==> config.mk <==
export PLATFORM = sky130hd
export DESIGN_NAME = aes_round_tail_flat
export DESIGN_NICKNAME = d
export VERILOG_FILES = /design/src/rtl/aes_round_tail_if.sv /design/src/rtl/aes_round_tail.sv /design/src/flat_wrapper.sv
export SDC_FILE = /design/constraint.sdc
export NUM_CORES = 1
export LEC_CHECK = 0
export CORE_MARGIN = 3
export CORE_UTILIZATION = 49
export CTS_BUF_LIST = sky130_fd_sc_hd__clkbuf_16
export DETAILED_ROUTE_END_ITERATION = 16
export PLACE_DENSITY_LB_ADDON = 0.05
export SETUP_SLACK_MARGIN = 0.4
export SLEW_MARGIN = 20
export SYNTH_ARGS = -nofsm -noshare
export SYNTH_HDL_FRONTEND = slang
export SYNTH_SLANG_ARGS = --single-unit
export TNS_END_PERCENT = 5
==> constraint.sdc <==
create_clock -name clk -period 16.1 [get_ports clk]
set_input_delay 3.22 -clock clk [delete_from_list [all_inputs] [get_ports clk]]
set_output_delay 3.22 -clock clk [all_outputs]
set_load 0.05 [all_outputs]
==> src/rtl/aes_round_tail_if.sv <==
// Handshake bundle between the SubBytes stage, aes_round_tail and its consumer.
// The slave modport is the round-tail view; master is the driving/consuming side.
// Parity lanes exist only when AES_ROUND_TAIL_PARITY_EN is defined.
interface aes_round_tail_if #(
    parameter int RW = 4
);
    logic           in_valid;
    logic           in_ready;
    logic           in_first;
    logic [127:0]   sc;
    logic [127:0]   rkey;
    logic           out_valid;
    logic           out_ready;
    logic [127:0]   out_state;
    logic [RW-1:0]  out_round;
    logic           out_last;
`ifdef AES_ROUND_TAIL_PARITY_EN
    logic [15:0]    in_par;
    logic [15:0]    out_par;
`endif

    modport slave (
        input  in_valid, in_first, sc, rkey, out_ready,
        output in_ready, out_valid, out_state, out_round, out_last
`ifdef AES_ROUND_TAIL_PARITY_EN
        , input in_par, output out_par
`endif
    );

    modport master (
        output in_valid, in_first, sc, rkey, out_ready,
        input  in_ready, out_valid, out_state, out_round, out_last
`ifdef AES_ROUND_TAIL_PARITY_EN
        , output in_par, input out_par
`endif
    );
endinterface

==> src/rtl/aes_round_tail.sv <==
// aes_round_tail: ShiftRows -> MixColumns (skipped on the last round) -> AddRoundKey,
// registered behind a 2-entry skid buffer with round tracking.
// Optional byte-parity protection is enabled with `define AES_ROUND_TAIL_PARITY_EN.
module aes_round_tail #(
    parameter int NR = 10,
    parameter int RW = 4
) (
    input  logic             clk,
    input  logic             rst_n,
    aes_round_tail_if.slave  bus,
    output logic             err_seq
`ifdef AES_ROUND_TAIL_PARITY_EN
    ,
    output logic             err_par
`endif
);

    function automatic logic [7:0] xtime(input logic [7:0] b);
        return {b[6:0], 1'b0} ^ (b[7] ? 8'h1b : 8'h00);
    endfunction

    // Column is {row0,row1,row2,row3} with row0 in the top byte.
    function automatic logic [31:0] mix_col(input logic [31:0] col);
        logic [7:0] a0, a1, a2, a3, b0, b1, b2, b3;
        a0 = col[31:24];
        a1 = col[23:16];
        a2 = col[15:8];
        a3 = col[7:0];
        b0 = xtime(a0);
        b1 = xtime(a1);
        b2 = xtime(a2);
        b3 = xtime(a3);
        return {b0 ^ b1 ^ a1 ^ a2 ^ a3,
                a0 ^ b1 ^ b2 ^ a2 ^ a3,
                a0 ^ a1 ^ b2 ^ b3 ^ a3,
                b0 ^ a0 ^ a1 ^ a2 ^ b3};
    endfunction

    // Byte i lives at [127-8i -: 8] and is state[i%4][i/4].
    function automatic logic [127:0] shift_rows(input logic [127:0] s);
        logic [127:0] o;
        o = '0;
        for (int c = 0; c < 4; c++) begin
            for (int r = 0; r < 4; r++) begin
                o[127-8*(r+4*c) -: 8] = s[127-8*(r+4*((c+r)%4)) -: 8];
            end
        end
        return o;
    endfunction

    function automatic logic [127:0] mix_columns(input logic [127:0] s);
        logic [127:0] o;
        o = '0;
        for (int c = 0; c < 4; c++) begin
            o[127-32*c -: 32] = mix_col(s[127-32*c -: 32]);
        end
        return o;
    endfunction

`ifdef AES_ROUND_TAIL_PARITY_EN
    // Bit j covers bits [8j+7:8j]; set when that byte has an odd number of ones.
    function automatic logic [15:0] byte_par(input logic [127:0] d);
        logic [15:0] p;
        for (int j = 0; j < 16; j++) begin
            p[j] = ^d[8*j +: 8];
        end
        return p;
    endfunction
`endif

    logic [RW-1:0]  rc;
    logic           in_ready_r;
    logic           main_valid;
    logic [127:0]   main_state;
    logic [RW-1:0]  main_round;
    logic           main_last;
    logic           skid_valid;
    logic [127:0]   skid_state;
    logic [RW-1:0]  skid_round;
    logic           skid_last;
`ifdef AES_ROUND_TAIL_PARITY_EN
    logic [15:0]    main_par;
    logic [15:0]    skid_par;
    logic [15:0]    par_new;
`endif

    logic           in_xfer;
    logic           out_xfer;
    logic           seq_bad;
    logic [RW-1:0]  round_new;
    logic           last_new;
    logic [127:0]   shifted;
    logic [127:0]   state_new;

    logic           main_valid_nxt;
    logic           skid_valid_nxt;
    logic           load_main_in;
    logic           load_main_skid;
    logic           load_skid;

    assign in_xfer  = bus.in_valid & in_ready_r;
    assign out_xfer = main_valid & bus.out_ready;

    // Round bookkeeping and the combinational round-tail datapath.
    always_comb begin
        seq_bad   = bus.in_first ? (rc != '0) : (rc == '0);
        round_new = (bus.in_first || seq_bad) ? RW'(1) : rc + RW'(1);
        last_new  = (round_new == RW'(NR));
        shifted   = shift_rows(bus.sc);
        state_new = (last_new ? shifted : mix_columns(shifted)) ^ bus.rkey;
    end

`ifdef AES_ROUND_TAIL_PARITY_EN
    assign par_new = byte_par(state_new);
`endif

    // Buffer steering: skid drains first, then main takes a new beat or empties.
    always_comb begin
        main_valid_nxt = main_valid;
        skid_valid_nxt = skid_valid;
        load_main_in   = 1'b0;
        load_main_skid = 1'b0;
        load_skid      = 1'b0;
        if (out_xfer) begin
            if (skid_valid) begin
                load_main_skid = 1'b1;
                skid_valid_nxt = 1'b0;
            end else if (in_xfer) begin
                load_main_in = 1'b1;
            end else begin
                main_valid_nxt = 1'b0;
            end
        end else if (in_xfer) begin
            if (!main_valid) begin
                load_main_in   = 1'b1;
                main_valid_nxt = 1'b1;
            end else begin
                load_skid      = 1'b1;
                skid_valid_nxt = 1'b1;
            end
        end
    end

    // Control state: occupancy, registered ready, round counter and sticky errors.
    always_ff @(posedge clk or negedge rst_n) begin
        if (!rst_n) begin
            main_valid <= 1'b0;
            skid_valid <= 1'b0;
            in_ready_r <= 1'b0;
            rc         <= '0;
            err_seq    <= 1'b0;
`ifdef AES_ROUND_TAIL_PARITY_EN
            err_par    <= 1'b0;
`endif
        end else begin
            main_valid <= main_valid_nxt;
            skid_valid <= skid_valid_nxt;
            in_ready_r <= !skid_valid_nxt;
            if (in_xfer) begin
                rc <= last_new ? '0 : round_new;
                if (seq_bad) err_seq <= 1'b1;
`ifdef AES_ROUND_TAIL_PARITY_EN
                if (bus.in_par != byte_par(bus.sc)) err_par <= 1'b1;
`endif
            end
        end
    end

    // Main (output) register; cleared on reset so out_state reads zero.
    always_ff @(posedge clk or negedge rst_n) begin
        if (!rst_n) begin
            main_state <= '0;
            main_round <= '0;
            main_last  <= 1'b0;
`ifdef AES_ROUND_TAIL_PARITY_EN
            main_par   <= '0;
`endif
        end else if (load_main_skid) begin
            main_state <= skid_state;
            main_round <= skid_round;
            main_last  <= skid_last;
`ifdef AES_ROUND_TAIL_PARITY_EN
            main_par   <= skid_par;
`endif
        end else if (load_main_in) begin
            main_state <= state_new;
            main_round <= round_new;
            main_last  <= last_new;
`ifdef AES_ROUND_TAIL_PARITY_EN
            main_par   <= par_new;
`endif
        end
    end

    // Skid register: data only, its valid bit guards it.
    always_ff @(posedge clk) begin
        if (load_skid) begin
            skid_state <= state_new;
            skid_round <= round_new;
            skid_last  <= last_new;
`ifdef AES_ROUND_TAIL_PARITY_EN
            skid_par   <= par_new;
`endif
        end
    end

    assign bus.in_ready  = in_ready_r;
    assign bus.out_valid = main_valid;
    assign bus.out_state = main_state;
    assign bus.out_round = main_round;
    assign bus.out_last  = main_last;
`ifdef AES_ROUND_TAIL_PARITY_EN
    assign bus.out_par   = main_par;
`endif

endmodule

==> src/flat_wrapper.sv <==
// flat-port wrapper written by rule: the top's interface ports become plain ports
module aes_round_tail_flat 
#(
    parameter int NR = 10,
    parameter int RW = 4
)
  (clk, rst_n, err_seq, bus_in_valid, bus_in_first, bus_sc, bus_rkey, bus_out_ready, bus_in_ready, bus_out_valid, bus_out_state, bus_out_round, bus_out_last);
  aes_round_tail_if #(.RW(RW)) bus_i ();
  input  logic clk;
  input  logic rst_n;
  output logic err_seq;
  input wire logic [$bits(bus_i.in_valid)-1:0] bus_in_valid;
  input wire logic [$bits(bus_i.in_first)-1:0] bus_in_first;
  input wire logic [$bits(bus_i.sc)-1:0] bus_sc;
  input wire logic [$bits(bus_i.rkey)-1:0] bus_rkey;
  input wire logic [$bits(bus_i.out_ready)-1:0] bus_out_ready;
  output wire logic [$bits(bus_i.in_ready)-1:0] bus_in_ready;
  output wire logic [$bits(bus_i.out_valid)-1:0] bus_out_valid;
  output wire logic [$bits(bus_i.out_state)-1:0] bus_out_state;
  output wire logic [$bits(bus_i.out_round)-1:0] bus_out_round;
  output wire logic [$bits(bus_i.out_last)-1:0] bus_out_last;
  assign bus_i.in_valid = bus_in_valid;
  assign bus_i.in_first = bus_in_first;
  assign bus_i.sc = bus_sc;
  assign bus_i.rkey = bus_rkey;
  assign bus_i.out_ready = bus_out_ready;
  assign bus_in_ready = bus_i.in_ready;
  assign bus_out_valid = bus_i.out_valid;
  assign bus_out_state = bus_i.out_state;
  assign bus_out_round = bus_i.out_round;
  assign bus_out_last = bus_i.out_last;
  aes_round_tail #(.NR(NR), .RW(RW)) u_core (.clk(clk), .rst_n(rst_n), .bus(bus_i), .err_seq(err_seq));
endmodule
After elaboration in Yosys (flattened, before gate mapping)

Index checks and enable logic that the tools add are counted.

Add/sub/neg operators: 1
Eq/ne operators: 3
Multiplexer cells: 43
Bitwise logic cells: 83
Reductions and logical operators: 8

Operators by type and width:

| cell                                          | count |
|---|---|
| XOR 8 bit                                     | 80 |
| two-way mux 128 bit                           | 3 |
| XOR 128 bit                                   | 1 |
| two-way mux 5 bit                             | 16 |
| two-way mux 1 bit                             | 20 |
| two-way mux 4 bit                             | 4 |
| adder 4 x 1 -> 4 bit (second input constant)  | 1 |
| equality test 4 bit (second input constant)   | 1 |
| logical NOT 4 bit                             | 1 |
| inequality test 2 bit (second input constant) | 2 |
| nonzero test 2 bit                            | 2 |
| nonzero test 4 bit                            | 1 |
| AND reduction 3 bit                           | 1 |
| AND 1 bit                                     | 2 |
| AND reduction 2 bit                           | 1 |
| logical NOT 1 bit                             | 1 |
| logical OR 1 bit                              | 1 |

Bits in registers: 274
Bits of input ports: 261
Output and inout bits: 136
Word-level logic and storage cells: 149

Logic depth before layout (Yosys ltp)

Depth in word-level cells: 10
Depth in mapped cells: 11
Gate-level depth less buffers: 9

Least setup slack after synthesis

No wires, ideal clock.

Kind: input to register
From: input port bus_in_valid
To: register u_core.skid_last, enable pin
Setup time: 816 ps
Data arrival time: 13239 ps
Data required time: 15284 ps
Slack: 2046 ps
Stages on the path: 3
Path buffers: 1
Cell sequence: nand2_1 > clkbuf_1 > nor3b_1

Cells in the longest elaborated chain, start to end: 3

Ends and longest elaborated chain:

| item                 | RTL line              | source |
|---|---|---|
| start, declared      | flat_wrapper.sv:12    | `input wire logic [$bits(bus_i.in_valid)-1:0] bus_in_valid;` |
| AND 1 bit            | aes_round_tail.sv:101 | `assign in_xfer = bus.in_valid & in_ready_r;` |
| two-way mux 1 bit    | aes_round_tail.sv:133 | `end else if (in_xfer) begin` |
| two-way mux 1 bit    | aes_round_tail.sv:124 | `if (out_xfer) begin` |
| net u_core.load_skid | aes_round_tail.sv:99  | `logic load_skid;` |
| end signal, assigned | aes_round_tail.sv:200 | `skid_last <= last_new;` |
| end, declared        | aes_round_tail.sv:80  | `logic skid_last;` |

The timed path passes the listed nets, and every way through them passes these cells.
A chain may end at the register's enable or synchronous reset.

Worst setup path in the final report

From: input port bus_in_first
To: register u_core.main_state[14], in the netlist u_core.bus.out_state[14]

Cells in the longest elaborated chain, start to end: 8

Ends and longest elaborated chain:

| item                  | RTL line              | source |
|---|---|---|
| start, declared       | flat_wrapper.sv:13    | `input wire logic [$bits(bus_i.in_first)-1:0] bus_in_first;` |
| two-way mux 1 bit     | aes_round_tail.sv:106 | `seq_bad = bus.in_first ? (rc != '0) : (rc == '0);` |
| logical OR 1 bit *    | aes_round_tail.sv:107 | `round_new = (bus.in_first \|\| seq_bad) ? RW'(1) : rc + RW'(1);` |
| two-way mux 4 bit *   | aes_round_tail.sv:107 |  |
| equality test 4 bit * | aes_round_tail.sv:108 | `last_new = (round_new == RW'(NR));` |
| two-way mux 128 bit * | aes_round_tail.sv:110 | `state_new = (last_new ? shifted : mix_columns(shifted)) ^ bus.rkey;` |
| XOR 128 bit *         | aes_round_tail.sv:110 |  |
| two-way mux 128 bit * | aes_round_tail.sv:185 | `end else if (load_main_in) begin` |
| two-way mux 128 bit * | aes_round_tail.sv:178 | `end else if (load_main_skid) begin` |
| end signal, assigned  | aes_round_tail.sv:179 | `main_state <= skid_state;` |
| end signal, assigned  | aes_round_tail.sv:186 | `main_state <= state_new;` |
| end, declared         | aes_round_tail.sv:74  | `logic [127:0] main_state;` |

Mark *: on every way between the ends. The rest lies on a longest branch, timed or not. The select of a mux whose other input is x is not followed.

==> impl_summary.txt <==
----------------------------------------------------
[Status]
  Outcome ... finished clean

[Power and ir drop]
  Post-layout total power ... 0.00398 W
  IR Drop Worst-Case VDD ... 0.000111 V
  Standby leakage power ... 10.5 nW
  Power density of the placed cells ... 162 nW/um^2

[Timing]
  RSZ-0062 raised after global routing ... false
  Final Hold Viols ... 0
  Min Hold Slack ... 0.486 ns
  Max Slew Vio Count ... 0
  Max Clock Freq ... 0.167 GHz
  Setup Viol. Count Final ... 0
  Setup clock skew after layout ... 0.00804 ns
  Measured slew at the worst slew-check pin ... 1.10 ns
  Max-slew headroom ... 26.5%
  Shortest clock period the worst path allows after layout ... 5.99 ns
  Share of the clock period used by the worst path ... 37.2%
  Sum of negative setup slack ... 0 ns

[Synthesis]
  Top cells by area in the synthesized netlist ... sky130_fd_sc_hd__edfxtp_1, sky130_fd_sc_hd__dfrtp_1, sky130_fd_sc_hd__xnor3_1
  Number of warnings reported in the yosys synthesis log ... 0
  Mux cell area share after synthesis ... 0%
  Fraction of the mapped netlist area in compound gates ... 18.9%
  Mean cell area of the mapped netlist ... 11.6 um^2
  Post-synthesis instance area ... 19500 um^2
  Dominant combinational cell family by area after synthesis ... XOR/XNOR gates
  Fraction of registers with async set or reset after synthesis ... 51.5%
  Post-synth EDFFs ... 133
  Synth top area share ... 20.5%
  Yosys cell types ... 41
  Share of the synthesized netlist area taken by xor and xnor gates ... 26.8%
  Adder-cell share of the synthesized area ... 0.193%
  Synth cell count leaders ... sky130_fd_sc_hd__dfrtp_1, sky130_fd_sc_hd__edfxtp_1, sky130_fd_sc_hd__a22oi_1, sky130_fd_sc_hd__nand3_1, sky130_fd_sc_hd__nor2_1
  Simple-Gate Fraction of Synth Area ... 12.1%
  Predominant post-synthesis flop cell ... sky130_fd_sc_hd__dfrtp_1
  Post-synthesis cell count ... 1676
  Sequential cell area fraction in the yosys report ... 38.6%
  Post-Synthesis Net Count ... 1940
  Largest area contributor in the netlist ... sky130_fd_sc_hd__edfxtp_1
  Leading cell type by number of instances after synthesis ... sky130_fd_sc_hd__dfrtp_1
  Flop and latch count out of synthesis ... 274

[Placed design]
  Input/output buffers ... 396
  Routability-driven placement congestion ratio ... 0.830
  Detailed Place HPWL ... 41100 um

[Floorplan]
  Horiz. Die Dim ... 205 um
  Number of top-level design ports ... 397
  Die Y-Extent ... 205 um
  Area of the die ... 42200 um^2
  Core Footprint ... 38900 um^2
  Initial Util ... 50.0%
  Placement Rows ... 72

[Clock tree]
  Number of clock sinks seen by CTS ... 274
  Clock latency reported for the late side of the worst-skew pair ... 0.58 ns
  Post-CTS setup buffer count ... 0
  Number of CTS-inserted buffers ... 31
  Count of instances resized after the clock tree is built ... 0
  Clock tree buffer depth ... 3
  Quantity of hold-fixing buffers added after cts ... 0
  Clock Tree Root ... sky130_fd_sc_hd__clkbuf_16
  Clock-pin slew of the registers on the worst-case setup and hold paths ... 0.06 ns
  CTS HTree Levels ... 1
  TritonCTS clock tree ... done

[Critical path]
  Worst path bufs/invs ... 3
  Category of the worst setup path capture point ... flop
  Internal reg-to-reg setup slack ... 12.64 ns
  Delay of the slowest critical-path stage ... 0.77 ns
  Worst Path Max Fanout ... 75
  Setup Crit Path Kind ... input pin to flop
  Endpoint arrival time on the critical path ... 6.44 ns
  Sort of element at the start of the critical path ... input pin
  Master of the slowest instance on the critical path ... sky130_fd_sc_hd__buf_4
  Startpoint of the lowest-slack register-to-register path ... u_core.rc[0]$_DFFE_PN0P_
  End of the worst register-to-register path ... u_core.bus.out_state[14]$_DFFE_PN0P_
  Ordered cell list for the critical path ... clkdlybuf4s50_1 -> inv_1 -> ha_1 -> nand3_1 -> or2_4 -> buf_4 -> o21ai_0 -> and3b_1 -> o31ai_1
  Required time reported for the critical path endpoint ... 16.55 ns
  Largest delay share family, worst path ... buffers and inverters
  FF-to-FF path depth ... 10

[Drt]
  Detail Route Antenna Nets ... 0
  Detailed Route Iter0 Violations ... 1014
  Detailed-route vias per instance ... 6.00
  Avg WL per Cell ... 23.8 um
  Drc violations ... 0
  First-pass iteration count of the detailed router ... 8
  Post-Route WL ... 59900 um
  Total number of vias ... 15100

[GRT]
  Number of antenna violations at the first check in global routing ... 8
  First-pass GRT wire length ... 90300 um
  Largest net degree at the start of global routing ... 91
  Vias in the first global route ... 15100
  GRT overflow ... 0
  GRT Resource Usage Total ... 27.7%

[Final layout]
  Layout area overhead ... 26.1%
  Ratio of cells with drive above 1 in the final layout ... 4.01%
  Number of nets at the end of the flow ... 2236

[Worst hold path]
  Startpoint of the lowest-slack hold path ... u_core.skid_state[124]$_DFFE_PP_
  Count of cells along the worst hold path ... 2
  Type of the tightest min-delay check ... flop to flop
  Terminating pin of the worst hold path ... u_core.bus.out_state[124]$_DFFE_PN0P_

[Flow run]
  Count of maximum capacitance violations ... 0

----------------------------------------------------
-- per-layer routing --
| metal | share of wire (%) | vias to the layer above | track usage (%) |
|---|---|---|---|
| li1 | - | 6956 | - |
| met1 | 43 | 7546 | 39.3 |
| met2 | 47 | 566 | 44.3 |
| met3 | 7.6 | 68 | 5.20 |
| met4 | 1.9 | 6 | 7.01 |
| met5 | 0.078 | - | 0 |
-- cell usage in the layout (no fill, tap or decap), types with 2 or more instances in the layout --
cell | synthesis | final
sky130_fd_sc_hd__dfrtp_1 | 141 | 141
sky130_fd_sc_hd__and3b_1 | 126 | 126
sky130_fd_sc_hd__a21boi_1 | 120 | 120
sky130_fd_sc_hd__nand2_1 | 13 | 13
sky130_fd_sc_hd__diode_2 | 0 | 8
sky130_fd_sc_hd__clkinv_1 | 0 | 13
sky130_fd_sc_hd__clkbuf_16 | 0 | 31
sky130_fd_sc_hd__clkdlybuf4s50_1 | 0 | 395
sky130_fd_sc_hd__xnor2_4 | 3 | 3
sky130_fd_sc_hd__xor2_2 | 2 | 2
sky130_fd_sc_hd__a21oi_1 | 2 | 2
sky130_fd_sc_hd__a31oi_1 | 2 | 2
sky130_fd_sc_hd__o22ai_1 | 2 | 2
sky130_fd_sc_hd__xor3_1 | 39 | 39
sky130_fd_sc_hd__o31ai_2 | 2 | 2
sky130_fd_sc_hd__clkinv_2 | 0 | 6
sky130_fd_sc_hd__xnor2_1 | 68 | 67
sky130_fd_sc_hd__nand3_1 | 132 | 131
sky130_fd_sc_hd__edfxtp_1 | 133 | 133
sky130_fd_sc_hd__xnor2_2 | 4 | 5
sky130_fd_sc_hd__clkinvlp_4 | 0 | 2
sky130_fd_sc_hd__buf_4 | 0 | 13
sky130_fd_sc_hd__xnor3_1 | 130 | 130
sky130_fd_sc_hd__o31ai_1 | 128 | 128
sky130_fd_sc_hd__a21boi_0 | 8 | 8
sky130_fd_sc_hd__o21ai_1 | 102 | 102
sky130_fd_sc_hd__ha_1 | 3 | 3
sky130_fd_sc_hd__xor3_4 | 2 | 2
sky130_fd_sc_hd__inv_1 | 8 | 12
sky130_fd_sc_hd__a21o_1 | 9 | 9
sky130_fd_sc_hd__xor2_1 | 55 | 54
sky130_fd_sc_hd__a22oi_1 | 132 | 132
sky130_fd_sc_hd__o21ai_0 | 22 | 22
sky130_fd_sc_hd__and3b_4 | 2 | 2
sky130_fd_sc_hd__nor2_1 | 132 | 131
-- how the worst max path moves through the flow --
stage	to	cells after the start	startpoint	slack [ns]
final	u_core.bus.out_state[14]$_DFFE_PN0P_	9	bus_in_first	10.11
after global routing	u_core.skid_state[19]$_DFFE_PP_	9	bus_in_first	9.88
after CTS	u_core.bus.out_state[14]$_DFFE_PN0P_	9	bus_in_first	10.12
after detailed placement	u_core.bus.out_state[14]$_DFFE_PN0P_	9	bus_in_first	9.52
after global placement	u_core.skid_state[12]$_DFFE_PP_	9	bus_in_first	9.62
after floorplan	u_core.skid_last$_DFFE_PP_	3	bus_in_valid	2.05
-- tightest hold or removal path: stages (launching register included) --
cell and delay, ns:
sky130_fd_sc_hd__edfxtp_1 0.32, sky130_fd_sc_hd__a22oi_1 0.08, sky130_fd_sc_hd__o31ai_1 0.06
-- cell families after synthesis --
| logic type | count (synthesis) |
|---|---|
| AO/OA/AOI/OAI | 531 |
| XOR/XNOR | 305 |
| adder cells (fa/ha/maj) | 3 |
| buffers and inverters | 154 |
| flip-flops | 274 |
| AND/OR/NAND/NOR | 409 |
-- cell type report --
type                    instances  area [um^2]
repair buffers                409         4060
flip-flops and latches        274         7520
inverters                       8         30.0
diodes                          8         20.0
clock buffers                  31          776
fillers                      3207        14400
well taps                     518          648
clock inverters                26          139
multi-input cells            1248        11400
-- flip-flops by register name, summed over array words and instances (netlist names) --
signal	count
u_core.bus.in_ready	1
u_core.bus.out_last	1
u_core.bus.out_round	4
u_core.bus.out_state	128
u_core.bus.out_valid	1
u_core.err_seq	1
u_core.rc	4
u_core.skid_last	1
u_core.skid_round	4
u_core.skid_state	128
u_core.skid_valid	1
-- per-stage QoR --
stage | util [%] | area [um^2] | worst slack, ns | std cells
6_report | 63.1 | 24600 | 10.11 | 2522
5_1_grt | 63.1 | 24500 | 9.88 | 2518
4_1_cts | 63.0 | 24500 | 10.12 | 2514
3_5_place_dp | 60.7 | 23600 | 9.52 | 2457
3_3_place_gp | 60.7 | 23600 | 9.62 | 2457
2_1_floorplan | - | 19500 | 2.05 | 1676
-- where the power goes --
part	switching (W)	internal, W	leakage (nW)
clock	0.000297	0.000361	0.462
combinational	0.00142	0.000785	7.06
sequential	0.000128	0.000988	2.94
No activity file was read; power rests on OpenSTA's default activity.
